File: config.mk
export PLATFORM = sky130hd
export DESIGN_NAME = timer_sched_flat
export DESIGN_NICKNAME = d
export VERILOG_FILES = /design/src/rtl/timer_sched_pkg.sv /design/src/rtl/timer_sched_if.sv /design/src/rtl/timer_sched_channel.sv /design/src/rtl/timer_sched.sv /design/src/flat_wrapper.sv
export SDC_FILE = /design/constraint.sdc
export NUM_CORES = 1
export LEC_CHECK = 0
export CAP_MARGIN = 5
export CORE_MARGIN = 1
export CORE_UTILIZATION = 65
export DETAILED_ROUTE_END_ITERATION = 8
export GPL_ROUTABILITY_DRIVEN = 0
export GPL_TIMING_DRIVEN = 0
export PLACE_DENSITY = 0.86
export RECOVER_POWER = 25
export SYNTH_ARGS = -nofsm -noshare
export SYNTH_HDL_FRONTEND = slang
export SYNTH_SLANG_ARGS = --single-unit
File: constraint.sdc
create_clock -name clock -period 4.5 [get_ports clock]
set_input_delay 0.9 -clock clock [delete_from_list [all_inputs] [get_ports clock]]
set_output_delay 0.9 -clock clock [all_outputs]
set_load 0.1 [all_outputs]
File: src/rtl/timer_sched_pkg.sv
// Shared definitions for the multi-channel timer scheduler.
package timer_sched_pkg;

  localparam int TIMER_W = 8;
  localparam int TIMER_N = 4;

  typedef enum logic {
    MODE_ONESHOT  = 1'b0,
    MODE_PERIODIC = 1'b1
  } mode_e;

  // Width of a channel index for n channels (n >= 2).
  function automatic int chan_w(input int n);
    return $clog2(n);
  endfunction

endpackage

File: src/rtl/timer_sched_if.sv
// Command and event port of the timer scheduler.
interface timer_sched_if #(
  parameter int W = timer_sched_pkg::TIMER_W,
  parameter int N = timer_sched_pkg::TIMER_N
);
  import timer_sched_pkg::*;

  localparam int CW = chan_w(N);

  logic [W-1:0]  value;
  logic [CW-1:0] ch;
  logic          put;
  logic          periodic;
  logic [N-1:0]  busy;
  logic          fire_valid;
  logic [CW-1:0] fire_id;
  logic          fire_ready;
  logic [N-1:0]  lost;

  modport master (
    output value, ch, put, periodic, fire_ready,
    input  busy, fire_valid, fire_id, lost
  );

  modport slave (
    input  value, ch, put, periodic, fire_ready,
    output busy, fire_valid, fire_id, lost
  );

endinterface

File: src/rtl/timer_sched_channel.sv
// One timeout channel: down-counter with one-shot or auto-reload mode.
module timer_sched_channel
  import timer_sched_pkg::*;
#(
  parameter int W = TIMER_W
) (
  input  logic         clock,
  input  logic         reset,
  input  logic         load,
  input  logic         cancel,
  input  logic [W-1:0] value,
  input  logic         periodic,
  output logic         busy,
  output logic         expire
);

  logic [W-1:0] count;
  logic [W-1:0] reload;
  mode_e        mode;
  logic         armed;

  assign busy = armed;

  // A command to this channel on the would-be expiry edge restarts or cancels it,
  // so the expiry is suppressed rather than reported.
  assign expire = armed && (count == W'(1)) && !load && !cancel;

  // Counter, reload and mode state; one decrement per edge while armed.
  always_ff @(posedge clock or negedge reset) begin
    if (!reset) begin
      count  <= '0;
      reload <= '0;
      mode   <= MODE_ONESHOT;
      armed  <= 1'b0;
    end else if (load) begin
      count  <= value;
      reload <= value;
      mode   <= periodic ? MODE_PERIODIC : MODE_ONESHOT;
      armed  <= 1'b1;
    end else if (cancel) begin
      armed  <= 1'b0;
    end else if (armed) begin
      if (count == W'(1)) begin
        if (mode == MODE_PERIODIC) begin
          count <= reload;
        end else begin
          count <= '0;
          armed <= 1'b0;
        end
      end else begin
        count <= count - W'(1);
      end
    end
  end

endmodule

File: src/rtl/timer_sched.sv
// Multi-channel timer scheduler: N timeout channels sharing one
// round-robin event port with valid/ready delivery.
module timer_sched
  import timer_sched_pkg::*;
#(
  parameter int W = TIMER_W,
  parameter int N = TIMER_N
) (
  input  logic          clock,
  input  logic          reset,
  timer_sched_if.slave  bus
);

  localparam int CW = chan_w(N);

  logic [N-1:0]  arm;
  logic [N-1:0]  cancel;
  logic [N-1:0]  expire;
  logic [N-1:0]  busy;
  logic [N-1:0]  pending;
  logic [N-1:0]  lost;
  logic [N-1:0]  take;
  logic [CW-1:0] rr;
  logic [CW-1:0] pick;
  logic [CW-1:0] scan;
  logic          any;
  logic          accept;

  // Decode the put strobe into per-channel arm / cancel requests.
  always_comb begin
    arm    = '0;
    cancel = '0;
    if (bus.put) begin
      if (bus.value != '0) arm[bus.ch]    = 1'b1;
      else                 cancel[bus.ch] = 1'b1;
    end
  end

  for (genvar i = 0; i < N; i++) begin : g_ch
    timer_sched_channel #(.W(W)) u_ch (
      .clock    (clock),
      .reset    (reset),
      .load     (arm[i]),
      .cancel   (cancel[i]),
      .value    (bus.value),
      .periodic (bus.periodic),
      .busy     (busy[i]),
      .expire   (expire[i])
    );
  end

  // Round-robin pick: first pending channel at or after rr, wrapping upward.
  always_comb begin
    any  = 1'b0;
    pick = '0;
    scan = '0;
    for (int unsigned i = 0; i < N; i++) begin
      scan = rr + CW'(i);
      if (!any && pending[scan]) begin
        any  = 1'b1;
        pick = scan;
      end
    end
  end

  // One-hot of the channel handed over this cycle.
  always_comb begin
    accept = any && bus.fire_ready;
    take   = '0;
    if (accept) take[pick] = 1'b1;
  end

  // Pending/lost flags and rr pointer. Acceptance is applied before a new
  // expiry so a same-edge expiry re-raises pending without counting as lost.
  always_ff @(posedge clock or negedge reset) begin
    if (!reset) begin
      pending <= '0;
      lost    <= '0;
      rr      <= '0;
    end else begin
      pending <= ((pending & ~take) | expire) & ~cancel;
      lost    <= (lost | (expire & pending & ~take)) & ~cancel;
      if (accept) rr <= pick + CW'(1);
    end
  end

  assign bus.busy       = busy;
  assign bus.lost       = lost;
  assign bus.fire_valid = any;
  assign bus.fire_id    = pick;

endmodule
File: src/flat_wrapper.sv
// flat-port wrapper written by rule: the top's interface ports become plain ports
module timer_sched_flat import timer_sched_pkg::*;
#(
  parameter int W = TIMER_W,
  parameter int N = TIMER_N
)
  (clock, reset, bus_value, bus_ch, bus_put, bus_periodic, bus_fire_ready, bus_busy, bus_fire_valid, bus_fire_id, bus_lost);
  timer_sched_if #(.W(W), .N(N)) bus_i ();
  input  logic clock;
  input  logic reset;
  input wire logic [$bits(bus_i.value)-1:0] bus_value;
  input wire logic [$bits(bus_i.ch)-1:0] bus_ch;
  input wire logic [$bits(bus_i.put)-1:0] bus_put;
  input wire logic [$bits(bus_i.periodic)-1:0] bus_periodic;
  input wire logic [$bits(bus_i.fire_ready)-1:0] bus_fire_ready;
  output wire logic [$bits(bus_i.busy)-1:0] bus_busy;
  output wire logic [$bits(bus_i.fire_valid)-1:0] bus_fire_valid;
  output wire logic [$bits(bus_i.fire_id)-1:0] bus_fire_id;
  output wire logic [$bits(bus_i.lost)-1:0] bus_lost;
  assign bus_i.value = bus_value;
  assign bus_i.ch = bus_ch;
  assign bus_i.put = bus_put;
  assign bus_i.periodic = bus_periodic;
  assign bus_i.fire_ready = bus_fire_ready;
  assign bus_busy = bus_i.busy;
  assign bus_fire_valid = bus_i.fire_valid;
  assign bus_fire_id = bus_i.fire_id;
  assign bus_lost = bus_i.lost;
  timer_sched #(.W(W), .N(N)) u_core (.clock(clock), .reset(reset), .bus(bus_i));
endmodule
* After elaboration in Yosys (flattened, before gate mapping)
Index checks and enable logic that the tools add are counted.
** Cells by class
- Reductions and logical operators :: 38
- $add $sub $neg :: 8
- Magnitude comparators :: 8
- Bitwise gates (word level) :: 9
- Multiplexer cells :: 66
- Eq/ne operators :: 8
** Operators with widths (count)
- 2-to-1 mux 8 bit :: 20
- equality test 8 x 1 -> 1 bit (second input constant) :: 4
- subtractor 8 x 1 -> 8 bit (second input constant) :: 4
- 2-to-1 mux 1 bit :: 31
- AND 4 bit :: 5
- 2-to-1 mux 4 bit :: 5
- logical AND 1 bit :: 18
- < comparator 2 x 3 -> 1 bit (second input constant) :: 6
- zero test 1 bit :: 11
- binary-select mux 1 bit (select 2 bit) :: 4
- 2-to-1 mux 2 bit :: 4
- inequality test 2 x 1 -> 1 bit (second input constant) :: 4
- inverter 4 bit :: 2
- OR 4 bit :: 2
- AND reduction 2 bit :: 4
- nonzero test 2 bit :: 4
- nonzero test 8 bit :: 1
- adder 2 x 1 -> 2 bit (second input constant) :: 2
- adder 2 bit (second input constant) :: 2
- demux 1 bit (select 2 bit) :: 2
- >= comparator 2 x 1 -> 1 bit (second input constant) :: 2
** Storage, ports and cells
- Register bits after elaboration :: 82
- Word-level logic and storage cells :: 156
- Output and inout port bits :: 11

* Depth between registers and ports, before layout
- Word-level depth :: 21
- Gate-level depth with buffers :: 8
- Mapped depth without buffers :: 8

* By module
From an unflattened synthesis, not the netlist that was laid out.
** Unflattened totals
- Cells, all modules :: 522
- Area, all modules :: 4783.3 um2
** Modules (own cells, without submodules)
- timer_sched_channel :: area an instance 1032.2 um2, cells each 113, times used 4, seq. area each 450.4 um2
- timer_sched :: area an instance 654.4 um2, cells each 70, times used 1, seq. area each 250.2 um2

* Worst setup path after synthesis
No wires, ideal clock.
- Path type :: reg-to-reg
- From :: register u_core.rr[1]
- To :: register u_core.lost[2], in the netlist u_core.bus.lost[2]
- Data required time :: 4420 ps
- Stages on the path, launching flop included :: 9
- Path buffers :: 0
- Path slack :: 446 ps
- Setup time :: 80 ps
- Arrival time :: 3975 ps
- Cell sequence :: dfrtp_1 mux2i_1 nor2_1 nor3_1 inv_1 ha_1 a21boi_0 a41oi_1 a21oi_1
** Between the ends
- Word-level cells in the longest chain between the ends :: 21
- Elaborated cells between the ends (all ways) :: 36
- Classes of those cells :: 3 x add/sub; 2 x order compare; 19 x mux; 4 x bitwise; 8 x reduce/logical
** RTL lines
- start, declared :: RTL line timer_sched.sv:23 : logic [CW-1:0] rr;
- start signal, assigned :: RTL line timer_sched.sv:83 : if (accept) rr <= pick + CW'(1);
- branches (longest 11 deep; another with adder 2 x 1 -> 2 bit)
- 2-to-1 mux 2 bit * :: RTL line timer_sched.sv:59 : if (!any && pending[scan]) begin
- via bus_fire_id[0] :: RTL line flat_wrapper.sv:18 : output wire logic [$bits(bus_i.fire_id)-1:0] bus_fire_id;
- < comparator 2 x 3 -> 1 bit (not written as such) or >= comparator 2 x 1 -> 1 bit (tied branches) :: RTL line timer_sched.sv:70 : if (accept) take[pick] = 1'b1;
- logical AND 1 bit (not written as such) :: RTL line timer_sched.sv:70
- 2-to-1 mux 1 bit (not written as such) :: RTL line timer_sched.sv:70
- demux 1 bit (select 2 bit) *
- 2-to-1 mux 4 bit * :: RTL line timer_sched.sv:70
- inverter 4 bit * :: RTL line timer_sched.sv:82 : lost <= (lost | (expire & pending & ~take)) & ~cancel;
- AND 4 bit * :: RTL line timer_sched.sv:82
- OR 4 bit * :: RTL line timer_sched.sv:82
- AND 4 bit * :: RTL line timer_sched.sv:82
- end signal, assigned :: RTL line timer_sched.sv:82
- end, declared :: RTL line timer_sched.sv:21 : logic [N-1:0] lost;
Mark *: on every way through the listed nets, which the timed path passes. The select of a mux whose other input is x is not followed.
A chain may end at the register's enable or synchronous reset.

* Worst setup path in the final report
- From :: register u_core.rr[1]
- To :: output port bus_fire_id[0]
** Between the ends
- Word-level cells in the longest chain between the ends :: 12
- Elaborated cells between the ends (all ways) :: 24
- Classes of those cells :: 3 x add/sub; 15 x mux; 6 x reduce/logical
** RTL lines (RTL line)
- branches (longest 11 deep; another with adder 2 x 1 -> 2 bit)
- 2-to-1 mux 2 bit * :: timer_sched.sv:59
- end, declared :: flat_wrapper.sv:18
Mark *: on every way between the ends. The select of a mux whose other input is x is not followed.

==> metrics <==
outcome finished with violations; failing checks max-capacitance violations, max-slew violations; Comb power frac 44.2%; Sw Share 43.42%; Worst Skew 6.944 ps; post-synth top area share 43.93%; Rows 30; 1st-iter DRT viols 332; Int Pwr 1.849 mW; worst path buffer plus inverter count 1; clock sink total 82; initial core utilization 68.00%; worst hold-check path type register to register; GRT Residual Overflow 0; unrepaired setup endpoints after global routing false; post-synthesis sequential area ratio 43.93%; critical path arrival 3010 ps; Core Area 6869 um2; CP required 3600 ps; Worst slew margin -37.54%; Die Wd 86.77 um; Switch Pwr 1.419 mW; die height 86.77 um; Buffers on Ports 23; clock share of power 17.9%; Max FO, Critical Path 6; Synth Register Bits 82; Setup WS post-layout 593.7 ps; actual slew at the worst max-slew pin 2063 ps; Routed Antenna Nets 0; final setup fails 0; worst skew pair latency 350 ps; dpl ws 1046 ps; delay of the slowest critical-path stage 1270 ps; async set-reset flop share out of synthesis 100.0%; Max Fclk 0.2560 GHz; ranking of synthesized cells by area dfrtp_1, nand2_1, ha_1; minimum clock period 3906 ps; n_diodes 0; delay-heaviest family, CP buffers and inverters; Crit Path Class register to primary output; CTS tree done; Finished Core Util 76.34%; hold slack 483.4 ps; first-pass GRT wire length 19,540 um; antenna violations before repair 0; Post-synth EDFFs 0; number of max-cap violations 1; # fillers 491; Syn Inst Count 502; wire per inst 18.37 um; Post-CTS Setup Bufs 0; DP Area 5046 um2; Final Cycle Share 86.81%; Seq. cell area 2052 um2; clock slew at reported path FFs 80 ps; most used flip-flop cell after synthesis dfrtp_1; share of layout cells above drive strength 1 9.410%; final instance area 5244 um2; # H-tree levels 3; Root Driver clkbuf_8; most frequent cell after synthesis nand2_1; crit end category primary output; CP Launch Type register; Seq pwr share 37.9%; cts hold-fix bufs 0; pin count of the biggest net entering global routing 46; first drt pass iteration count 5; yosys warns 0; DP HPWL 8063 um; post-synth top area cell dfrtp_1; global-route usage over all layers 33.73%; Net Count, Synth 529; Mapped Area 4671 um2; maximum vdd drop 372.4 uV; CP Cell Sequence mux2i_1, nor2_1, nor3_1, clkdlybuf4s50_1; synth-to-layout area growth 12.27%; Clock Tree Buf Depth 2; top cells by count, synth nand2_1, dfrtp_1, a21oi_1, nand3_1, clkbuf_1; Final Hold Fails 0; Synth cell types 67; Gates resized, CTS repair 0; Synth Area per Inst 9.304 um2; power per cell area 623.3 nW/um2; Final Net Count 564; total CTS buffers 9; Slowest cell on crit path clkdlybuf4s50_1; Leak 2.251 nW; Final Max Tran Viols 39; drt via density 6.513; total die area 7529 um2; via count 4,155; area of the multi-input gates 2407 um2; DRC viols 0; WL final 11,720 um; vias in the first global route 4,051; I/O pin count 26
-- worst register-to-register path: cells and delay by family (launching register included) --
kind | cells | cell delay, ps
and+or+nand+nor | 2 | 1140
DFF | 1 | 440
muxes | 1 | 360
adders and majority gates | 1 | 220
AOI/OAI and AO/OA | 1 | 180
buffers and inverters | 1 | 100
-- path summary, 6_finish.rpt --
| kind | startpoint | to | cells past startpoint | slack, ps |
|---|---|---|---|---|
| max | u_core.rr[1]$_DFFE_PN0N_ | bus_fire_id[0] | 4 | 590 |
| min | u_core.g_ch[2].u_ch.reload[4]$_DFFE_PN0P_ | u_core.g_ch[2].u_ch.reload[4]$_DFFE_PN0P_ | 2 | 480 |
| max reg2reg | u_core.g_ch[3].u_ch.count[1]$_DFFE_PN0P_ | u_core.g_ch[3].u_ch.count[3]$_DFFE_PN0P_ | 6 | 1960 |
| min reg2reg | u_core.g_ch[2].u_ch.reload[4]$_DFFE_PN0P_ | u_core.g_ch[2].u_ch.reload[4]$_DFFE_PN0P_ | 2 | 480 |
| max in group asynchronous | reset | u_core.bus.lost[0]$_DFF_PN0_ | 2 | 1380 |
| min in group asynchronous | reset | u_core.g_ch[3].u_ch.count[2]$_DFFE_PN0P_ | 1 | 1120 |
-- flip-flops by register name (all words and copies together), names as in the netlist --
name / cells
u_core.g_ch.u_ch.count: 32
u_core.rr: 2
u_core.g_ch.u_ch.mode: 4
u_core.g_ch.u_ch.busy: 4
u_core.g_ch.u_ch.reload: 32
u_core.pending: 4
u_core.bus.lost: 4
-- per-stage QoR --
stage | setup TNS [ps] | power (mW) | std cells
after detailed placement | 0 | 2.665 | 622
after CTS | 0 | 3.262 | 638
final | 0 | 3.269 | 638
after global routing | 0 | 3.469 | 638
after global placement | -28100 | 2.592 | 621
after floorplan | 0 | 2.306 | 502
-- layout by cell type, fill, tap and decap left out, types with 10 or more instances in the layout --
cell type        count
nor3b_1             10
dfrtp_1             82
nand2_1             90
clkbuf_1            19
nor3_1              14
mux2_2              10
a31oi_1             16
clkbuf_8            13
o21ai_0             16
a21oi_1             23
inv_1               14
clkdlybuf4s50_1     22
o211ai_1            14
ha_1                12
and2_1              13
nand3_1             23
nor2_1              11
-- power by group through the flow --
stage | Clock [mW] | Sequential (mW) | Combinational, mW
2_1_floorplan | 0 | 1.22 | 1.08
3_3_place_gp | 0 | 1.22 | 1.37
3_5_place_dp | 0 | 1.24 | 1.43
4_1_cts | 0.593 | 1.23 | 1.44
5_1_grt | 0.622 | 1.27 | 1.58
6_report | 0.585 | 1.24 | 1.44
-- logic make-up (layout without fill, tap and decap cells) --
group | Yosys count | count (layout) | synth area share [%]
mux | 11 | 11 | 2.625
simple gates | 209 | 209 | 23.28
xor+xnor | 12 | 12 | 2.250
compound gates | 132 | 132 | 20.17
fa+ha+maj | 12 | 12 | 3.214
buf+inv | 44 | 84 | 4.527
flops | 82 | 82 | 43.93
-- metal layers --
layer / GRT usage, % / vias up / routed length, um
met2: 54.98 / 187 / 5792
met4: 13.94 / 0 / 267
li1: - / 1918 / -
met1: 45.15 / 2021 / 4922
met5: 0 / - / 0
met3: 5.333 / 29 / 737
-- cell type report --
class | count | area share [%]
clock buffer | 13 | 3.412
timing repair buffer | 24 | 4.367
buffer | 30 | 3.030
multi-input combinational | 376 | 45.91
tap | 96 | 2.291
sequential | 82 | 39.13
inverter | 14 | 1.002
clock inverter | 3 | 0.8590
Power figures use the tool's default switching activity.
